<file path="config.mk">
export PLATFORM = sky130hd
export DESIGN_NAME = sync_toggle_rx_mc
export DESIGN_NICKNAME = d
export VERILOG_FILES = /design/src/rtl/sync_toggle_pkg.sv /design/src/rtl/sync_ndff_p.sv /design/src/rtl/sync_toggle_rx_mc.sv
export SDC_FILE = /design/constraint.sdc
export NUM_CORES = 1
export LEC_CHECK = 0
export CORE_UTILIZATION = 55
export DETAILED_ROUTE_END_ITERATION = 12
export PLACE_DENSITY_LB_ADDON = 0.08
export SYNTH_ARGS = -nofsm -noshare
export SYNTH_HDL_FRONTEND = slang
export SYNTH_HIERARCHICAL = 1
export SYNTH_SLANG_ARGS = --single-unit
</file>
<file path="constraint.sdc">
create_clock -name clk -period 6.3 [get_ports clk]
set_clock_uncertainty 0.1 [all_clocks]
set_input_delay 1.89 -clock clk [delete_from_list [all_inputs] [get_ports clk]]
set_output_delay 1.89 -clock clk [all_outputs]
set_load 0.02 [all_outputs]
</file>
<file path="src/rtl/sync_toggle_pkg.sv">
// Shared helpers for the multi-channel toggle receiver: id-width sizing,
// round-robin channel search and the default synchroniser depth.
package sync_toggle_pkg;

    localparam int DEFAULT_STAGES = 2;
    localparam int MAX_CH         = 32;

    function automatic int id_width(input int ch);
        return (ch <= 1) ? 1 : $clog2(ch);
    endfunction

    // First set request after ptr, wrapping; scanning offsets downward lets the
    // nearest candidate overwrite any farther one.
    function automatic int rr_next(input logic [MAX_CH-1:0] req, input int ptr, input int ch);
        int idx;
        int pick;
        pick = 0;
        for (int k = MAX_CH; k >= 1; k--) begin
            if (k <= ch) begin
                idx = ptr + k;
                if (idx >= ch) begin
                    idx = idx - ch;
                end
                if (req[idx[4:0]]) begin
                    pick = idx;
                end
            end
        end
        return pick;
    endfunction

endpackage

</file>
<file path="src/rtl/sync_ndff_p.sv">
// Single-bit STAGES-deep synchroniser with synchronous active-high reset.
module sync_ndff_p #(
    parameter int STAGES = 2
) (
    input  logic clk,
    input  logic rst,
    input  logic d,
    output logic q
);

    logic [STAGES-1:0] chain;

    always_ff @(posedge clk) begin
        if (rst) begin
            chain <= '0;
        end else begin
            chain <= {chain[STAGES-2:0], d};
        end
    end

    assign q = chain[STAGES-1];

endmodule

</file>
<file path="src/rtl/sync_toggle_rx_mc.sv">
// Multi-channel toggle receiver: synchronise, edge-detect, count, and drain events
// round-robin. Optional macro SYNC_TOGGLE_RST_BLANK_EN blanks edges after reset.
module sync_toggle_rx_mc
    import sync_toggle_pkg::*;
#(
    parameter  int CH     = 4,
    parameter  int STAGES = DEFAULT_STAGES,
    parameter  int CNT_W  = 4,
    localparam int ID_W   = id_width(CH)
) (
    input  logic            clk,
    input  logic            rst,
    input  logic [CH-1:0]   tog_in,
    output logic [CH-1:0]   pulse_out,
    output logic            ev_valid,
    input  logic            ev_ready,
    output logic [ID_W-1:0] ev_ch,
    output logic [CH-1:0]   ovf,
    input  logic [CH-1:0]   ovf_clr
);

    localparam logic [CNT_W-1:0] PEND_MAX = {CNT_W{1'b1}};

    logic [CH-1:0]     sync_last;
    logic [CH-1:0]     prev;
    logic [CH-1:0]     tog_edge;
    logic [CH-1:0]     pend_nz;
    logic [CH-1:0]     ld_vec;
    logic [CH-1:0]     ovf_set;
    logic [CNT_W-1:0]  pend [CH];
    logic [ID_W-1:0]   rr_ptr;
    logic [ID_W-1:0]   sel;
    logic [MAX_CH-1:0] req_ext;
    logic              slot_free;
    logic              load;
    logic              blanking;

    for (genvar g = 0; g < CH; g++) begin : g_sync
        sync_ndff_p #(.STAGES(STAGES)) u_sync (
            .clk (clk),
            .rst (rst),
            .d   (tog_in[g]),
            .q   (sync_last[g])
        );
    end

`ifdef SYNC_TOGGLE_RST_BLANK_EN
    // Blank until the synchroniser and prev both carry post-reset levels.
    localparam int BLANK_W = $clog2(STAGES + 2);
    logic [BLANK_W-1:0] blank_cnt;

    always_ff @(posedge clk) begin
        if (rst) begin
            blank_cnt <= BLANK_W'(STAGES + 1);
        end else if (blank_cnt != '0) begin
            blank_cnt <= blank_cnt - 1'b1;
        end
    end

    assign blanking = (blank_cnt != '0);
`else
    assign blanking = 1'b0;
`endif

    always_comb begin
        tog_edge  = blanking ? '0 : (sync_last ^ prev);
        req_ext   = '0;
        for (int i = 0; i < CH; i++) begin
            pend_nz[i] = (pend[i] != '0);
        end
        req_ext[CH-1:0] = pend_nz;
        slot_free = !ev_valid || ev_ready;
        load      = slot_free && (|pend_nz);
        sel       = ID_W'(rr_next(req_ext, int'(rr_ptr), CH));
        ld_vec    = '0;
        if (load) begin
            ld_vec[sel] = 1'b1;
        end
        for (int i = 0; i < CH; i++) begin
            ovf_set[i] = tog_edge[i] && !ld_vec[i] && (pend[i] == PEND_MAX);
        end
    end

    always_ff @(posedge clk) begin
        if (rst) begin
            prev      <= '0;
            pulse_out <= '0;
            ovf       <= '0;
            ev_valid  <= 1'b0;
            ev_ch     <= '0;
            rr_ptr    <= ID_W'(CH - 1);
            for (int i = 0; i < CH; i++) begin
                pend[i] <= '0;
            end
        end else begin
            prev      <= sync_last;
            pulse_out <= tog_edge;
            ovf       <= ovf_set | (ovf & ~ovf_clr);
            // An arrival and a load on the same channel cancel out.
            for (int i = 0; i < CH; i++) begin
                if (tog_edge[i] && !ld_vec[i]) begin
                    if (pend[i] != PEND_MAX) begin
                        pend[i] <= pend[i] + 1'b1;
                    end
                end else if (!tog_edge[i] && ld_vec[i]) begin
                    pend[i] <= pend[i] - 1'b1;
                end
            end
            if (slot_free) begin
                ev_valid <= load;
                if (load) begin
                    ev_ch  <= sel;
                    rr_ptr <= sel;
                end
            end
        end
    end

endmodule

</file>
==> results of run 1 <==
## registers in the layout, summed over array words and instances (netlist names)
name                 count
ev_ch                    2
ev_valid                 1
g_sync.u_sync/chain      8
ovf                      4
pend                    16
prev                     4
pulse_out                4
rr_ptr                   2
## final timing paths
check | slack (ps) | startpoint | end | depth (start not counted)
min reg2reg | 340 | g_sync[0].u_sync/chain[0] | g_sync[0].u_sync/chain[1] | 1
max | 1520 | ev_ready | pend[0][3] | 13
min | 340 | g_sync[0].u_sync/chain[0] | g_sync[0].u_sync/chain[1] | 1
max reg2reg | 1990 | rr_ptr[0] | pend[0][3] | 16
## metrics by stage
step                      cell area (um2)  utilization (%)  power [mW]
after floorplan                      2380                -       0.979
after global placement               2630             64.3        1.10
after detailed placement             2630             64.3        1.12
after CTS                            2740             67.1        1.32
after global routing                 2740             67.1        1.43
final                                2740             67.1        1.32
## metal layers
metal,wire [um],share of wire (%)
met1,2230,49
met4,22,0.48
met5,0,0
met3,133,2.9
met2,2180,48
## where the power goes
part / total [mW] / internal (mW) / switching, mW
sequential: 0.447 / 0.361 / 0.0851
combinational: 0.672 / 0.286 / 0.386
clock: 0.204 / 0.113 / 0.0906
total: 1.32 / 0.760 / 0.562
## worst max-delay path: stages
cell and delay, ps:
clkdlybuf4s50_1 450, nand2b_1 130, nor2b_1 370, o211ai_1 320, or3_1 470, inv_2 80, ha_1 220, a21o_1 170
a21oi_1 170, xor2_1 210, nor2_1 60, nand3_1 100, o31ai_1 70
## area by class of cell
| type | instances | share of cell area [%] |
|---|---|---|
| Clock buffer | 8 | 4.06 |
| Tap cell | 50 | 2.28 |
| Multi-Input combinational cell | 178 | 47.9 |
| Timing Repair Buffer | 22 | 7.95 |
| Sequential cell | 41 | 35.8 |
| Inverter | 15 | 2.05 |
## cell usage after synthesis, types with 3 or more instances
library cell / n / area share (%)
nand3_1: 7 / 1.5
a211oi_1: 4 / 1.3
nor2b_1: 15 / 3.9
nand4_1: 3 / 0.79
a31oi_1: 5 / 1.3
nand2_1: 15 / 2.4
nor3_1: 11 / 2.3
dfxtp_1: 25 / 21
mux2i_1: 4 / 1.7
a21oi_1: 10 / 2.1
nand2b_1: 11 / 2.9
edfxtp_1: 16 / 20
inv_1: 14 / 2.2
nand3b_1: 3 / 0.94
o211ai_1: 6 / 1.9
xnor2_1: 6 / 2.2
a21o_1: 4 / 1.3
clkbuf_1: 7 / 1.1
fa_1: 3 / 2.5
xor2_1: 8 / 2.9
ha_1: 11 / 5.8
nor2_1: 14 / 2.2
## cell families after synthesis
group,share of synthesized area (%)
AOI/OAI and AO/OA,14.4
xor gates and xnor gates,5.14
adders and majority gates,8.29
buffers and inverters,3.88
DFF,41.1
muxes,3.57
and+or+nand+nor,23.6
==> results.md, run 1 <==
* Seq/Total Area, Yosys at 41.1%
* Layer with the highest usage: met2
* Number of synthesized register bits at 41
* Hpwl dp at 3320 um
* Starting Density at 58.4%
* WP data arrival at 4710 ps
* Fillcell total at 340
* Vias at 1840
* Post-CTS setup buffer count at 0
* Number of port buffers at 21
* Syn Area/Cell at 9.81 um2
* Die Wd at 67.9 um
* Ports at 22
* Cell Rows at 23
* Post-Syn Instances at 243
* Tcrit/Tclk final at 75.8%
* Global route total overflow at 0
* WL per Instance at 14.5 um
* CTS H-tree lvls at 2
* Kind of critical path: primary input to register
* EDFF count, synth at 16
* DRC at 0
* Vias in the first global route at 1704
* Antenna diodes at 0
* Commonest non-fill, non-tap cell in the layout: dfxtp_1
* Router iterations before antenna repair at 4
* Footprint of the multi-input gates at 1310 um2
* Final Setup Violations at 0
* Total global routing track utilization at 22.3%
* Max Slew Vio Count at 0
* Die area at 4600 um2
* Inserted Clock Buffers at 5
* RSZ-0062 raised after global routing: no
* Status: finished, final reports clean
* Synth Cell Area at 2380 um2
* Fin cells at 314
* Via density at 5.86
* Min Tclk post-route at 4780 ps
* CP Capture Type: register
* Worst slew pin tran at 527 ps
* Syn. warnings at 6
* Root buffer cell: clkbuf_8
* Worst-skew pair later-pin latency at 290 ps
* # resized after CTS at 0
* Leak at 1.08 nW
* Worst hold-check path type: register to register
* Drt first-iter violations at 87
* CP Data Required Time at 6230 ps
* Post-DRT Antenna Nets at 0
* GPL Wtd Cong at 0.847
* Initial antenna violation count at 0
* P per Cell Area at 482 nW/um2
* Max_cap viols at 0
* Maximum VDD drop at 0.299 mV
* Cts hold-fix bufs at 0
* Core area at 4090 um2
* Fmax at 209 MHz
* Most used DFF post-synth: dfxtp_1
* Area Growth Syn to Fin at 14.9%
* Largest net degree at the start of global routing at 42
* Reg area at 981 um2
* Share of post-route cells with drive strength above 1 at 5.68%
* Worst setup margin at 1520 ps
* CP max FO at 6
* TritonCTS clock tree: done
* Unique masters post-synth at 53
* Final Hold Fails at 0
* Maximum buffer depth of the clock tree at 2
* Synth async-reset ratio at 0%
* Fin Setup TNS at 0 ps
* Clk pin slew, worst setup/hold paths at 80 ps
* First-pass GRT wire length at 7710 um
* Met3 usage at 4.50%
* WL final at 4570 um
* Die Y at 67.9 um
* Nets at 288
* Met2 usage at 37.0%
* Met1 Usage GRT at 29.8%
* Sink Count at 41
* Dpl ws at 1230 ps
* Hold slack at 341 ps
* Max-slew headroom at 64.6%
* Cell Count Post-Placement at 306
* Most frequent cells in the layout: dfxtp_1, clkdlybuf4s50_1, edfxtp_1
* Mapped Nets at 268
* Worst setup SP type: primary input
Note: power is estimated with default switching activity, not from simulation.
==> run 2: changes to the inputs <==
- clock period: 6.3 -> 4.4 ns (I/O delays scaled with it)
==> results.md, run 2 (synthesized netlist as in run 1, its figures left out) <==
* Largest net degree at the start of global routing at 26 (was 42)
* Min Tclk post-route at 4040 ps
* Antenna diodes at 0 (unchanged)
* Cell Rows at 23 (unchanged)
* Worst-skew pair later-pin latency at 300 ps (was 290 ps)
* CP Capture Type: register (unchanged)
* Post-DRT Antenna Nets at 0 (unchanged)
* CTS H-tree lvls at 2 (unchanged)
* WL per Instance at 14.6 um (was 14.5 um)
* Worst hold-check path type: register to register (unchanged)
* TritonCTS clock tree: done (unchanged)
* First-pass GRT wire length at 7390 um (was 7710 um)
* Final Setup Violations at 0 (unchanged)
* Post-route total power at 2.03 mW (was 1.32 mW)
* Die area at 4600 um2 (unchanged)
* Hpwl dp at 3420 um (was 3320 um)
* Top routing layer in use: met4 (unchanged)
* Status: finished, final reports clean (unchanged)
* Kind of critical path: register to register (was primary input to register)
* Drt first-iter violations at 108 (was 87)
* Cell Area, Placed at 2690 um2 (was 2630 um2)
* Critical path origin: pend[3][0] (was ev_ready)
* Worst reg-to-reg path cell count at 16 (unchanged)
* Critical path's largest stage delay at 470 ps (about the same)
* R2R Path Start: pend[3][0] (was rr_ptr[0])
* Reg-to-Reg End: pend[0][3] (unchanged)
* Max Slew Vio Count at 0 (unchanged)
* RSZ-0062 raised after global routing: no (unchanged)
* Die Y at 67.9 um (unchanged)
* Via density at 5.79 (was 5.86)
* Met1 wire length at 2270 um (was 2230 um)
* Largest register FFs at 16 (unchanged)
* Fmax at 248 MHz
* DRC at 0 (unchanged)
* Nets at 296 (was 288)
* Worst slew pin tran at 554 ps (was 527 ps)
* Met2 wire length at 2270 um (was 2180 um)
* Worst setup SP type: register (was primary input)
* Vias in the first global route at 1689 (was 1704)
* Total global routing track utilization at 21.5% (was 22.3%)
* Slowest stage cell, crit path: edfxtp_1 (was or3_1)
* Maximum VDD drop at 0.491 mV (was 0.299 mV)
* Die Wd at 67.9 um (unchanged)
* Largest Register: pend (unchanged)
* GPL Wtd Cong at 0.895 (was 0.847)
* Share of post-route cells with drive strength above 1 at 9.19% (was 5.68%)
* Number of port buffers at 21 (unchanged)
* Vias at 1863 (was 1840)
* Worst Setup EP: pend[0][3] (unchanged)
* Fin Setup TNS at 0 ps (unchanged)
* Final Hold Fails at 0 (unchanged)
* Maximum buffer depth of the clock tree at 2 (unchanged)
* Crit. path cell count at 16 (was 13)
* Inserted Clock Buffers at 5 (unchanged)
* CP Data Required Time at 4340 ps (was 6230 ps)
* CP delay by family, top: compound AO/OA/AOI/OAI gates (was simple AND/OR/NAND/NOR gates)
* Area Growth Syn to Fin at 18.4% (was 14.9%)
* Worst path cell trace: inv_1 > ha_1 > or3b_1 > a2bb2oi_1 > a31oi_1 > o211ai_1 > o211ai_1 > or3_1 > inv_2 > ha_1 > a21o_1 > a21oi_1 > xor2_1 > nor2_1 > nand3_1 > o31ai_1 (was clkdlybuf4s50_1 > nand2b_1 > nor2b_1 > o211ai_1 > or3_1 > inv_2 > ha_1 > a21o_1 > a21oi_1 > xor2_1 > nor2_1 > nand3_1 > o31ai_1)
* Tcrit/Tclk final at 91.8%
* Biggest regs: pend x16, g_sync.u_sync/chain x8 (unchanged)
* Starting Density at 58.4% (unchanged)
* Initial antenna violation count at 0 (unchanged)
* Max-slew headroom at 62.8% (was 64.6%)
* Max_cap viols at 0 (unchanged)
* CP max FO at 5 (was 6)
* WL met3 at 127 um (was 133 um)
* Sink Count at 41 (unchanged)
* Crit path buffers/inverters at 2 (unchanged)
* Ports at 22 (unchanged)
* Commonest non-fill, non-tap cell in the layout: dfxtp_1 (unchanged)
* Finished Cell Area at 2820 um2 (was 2740 um2)
* Leak at 1.12 nW (was 1.08 nW)
* WP data arrival at 3980 ps (was 4710 ps)
* Most frequent cells in the layout: dfxtp_1, clkdlybuf4s50_1, edfxtp_1 (unchanged)
* Core area at 4090 um2 (unchanged)
* P per Cell Area at 718 nW/um2 (was 482 nW/um2)
* Clk pin slew, worst setup/hold paths at 90 ps (was 80 ps)
* WL final at 4710 um (was 4570 um)
* R2R Setup Slk at 360 ps (was 1990 ps)
* Global route total overflow at 0 (unchanged)
* Post-layout util at 69.1% (was 67.1%)
* Router iterations before antenna repair at 4 (unchanged)
* Root buffer cell: clkbuf_8 (unchanged)
## run 2: repair_timing
| item | CTS | global route |
|---|---|---|
| setup endpoints to repair | 0 | 1 |
| hold buffers | 0 | 0 |
| gates resized for setup | 0 | 1 |
| buffers inserted | 0 | 0 |
## run 2: worst min-delay path by stage
stage,startpoint,end,slack [ps],depth (start not counted)
3_3_place_gp,g_sync[0].u_sync/chain[0],g_sync[0].u_sync/chain[1],320,1
5_1_grt,g_sync[1].u_sync/chain[0],g_sync[1].u_sync/chain[1],360,1
4_1_cts,g_sync[1].u_sync/chain[0],g_sync[1].u_sync/chain[1],350,1
2_1_floorplan,g_sync[0].u_sync/chain[0],g_sync[0].u_sync/chain[1],310,1
3_5_place_dp,g_sync[0].u_sync/chain[0],g_sync[0].u_sync/chain[1],330,1
6_report,g_sync[1].u_sync/chain[0],g_sync[1].u_sync/chain[1],340,1
## run 2: per-layer routing
| layer | GRT usage, % | up-vias |
|---|---|---|
| met3 | 5.00 | 4 |
| li1 | - | 939 |
| met4 | 5.99 | 0 |
| met2 | 36.5 | 27 |
| met5 | 0 | - |
| met1 | 27.3 | 893 |
## run 2: layout make-up
type	instances	area (um2)
flip-flops and latches	41	981
clock inverters	2	35.0
clock buffers	6	93.8
inverters	15	56.3
multi-input cells	178	1320
well taps	50	62.6
repair buffers	30	278
fillers	330	1260
## run 2: power by group
part	total [mW]	internal, mW	switching, mW
Sequential	0.626	0.517	0.109
Clock	0.338	0.203	0.136
Combinational	1.06	0.472	0.591
## run 2: metrics by stage
step / std cells / setup slack (ps) / hold slack (ps)
floorplan: 243 / 629 / 314
global placement: 314 / 274 / 317
detailed placement: 314 / 183 / 325
CTS: 322 / 325 / 346
global route: 322 / 142 / 359
finish: 322 / 360 / 343
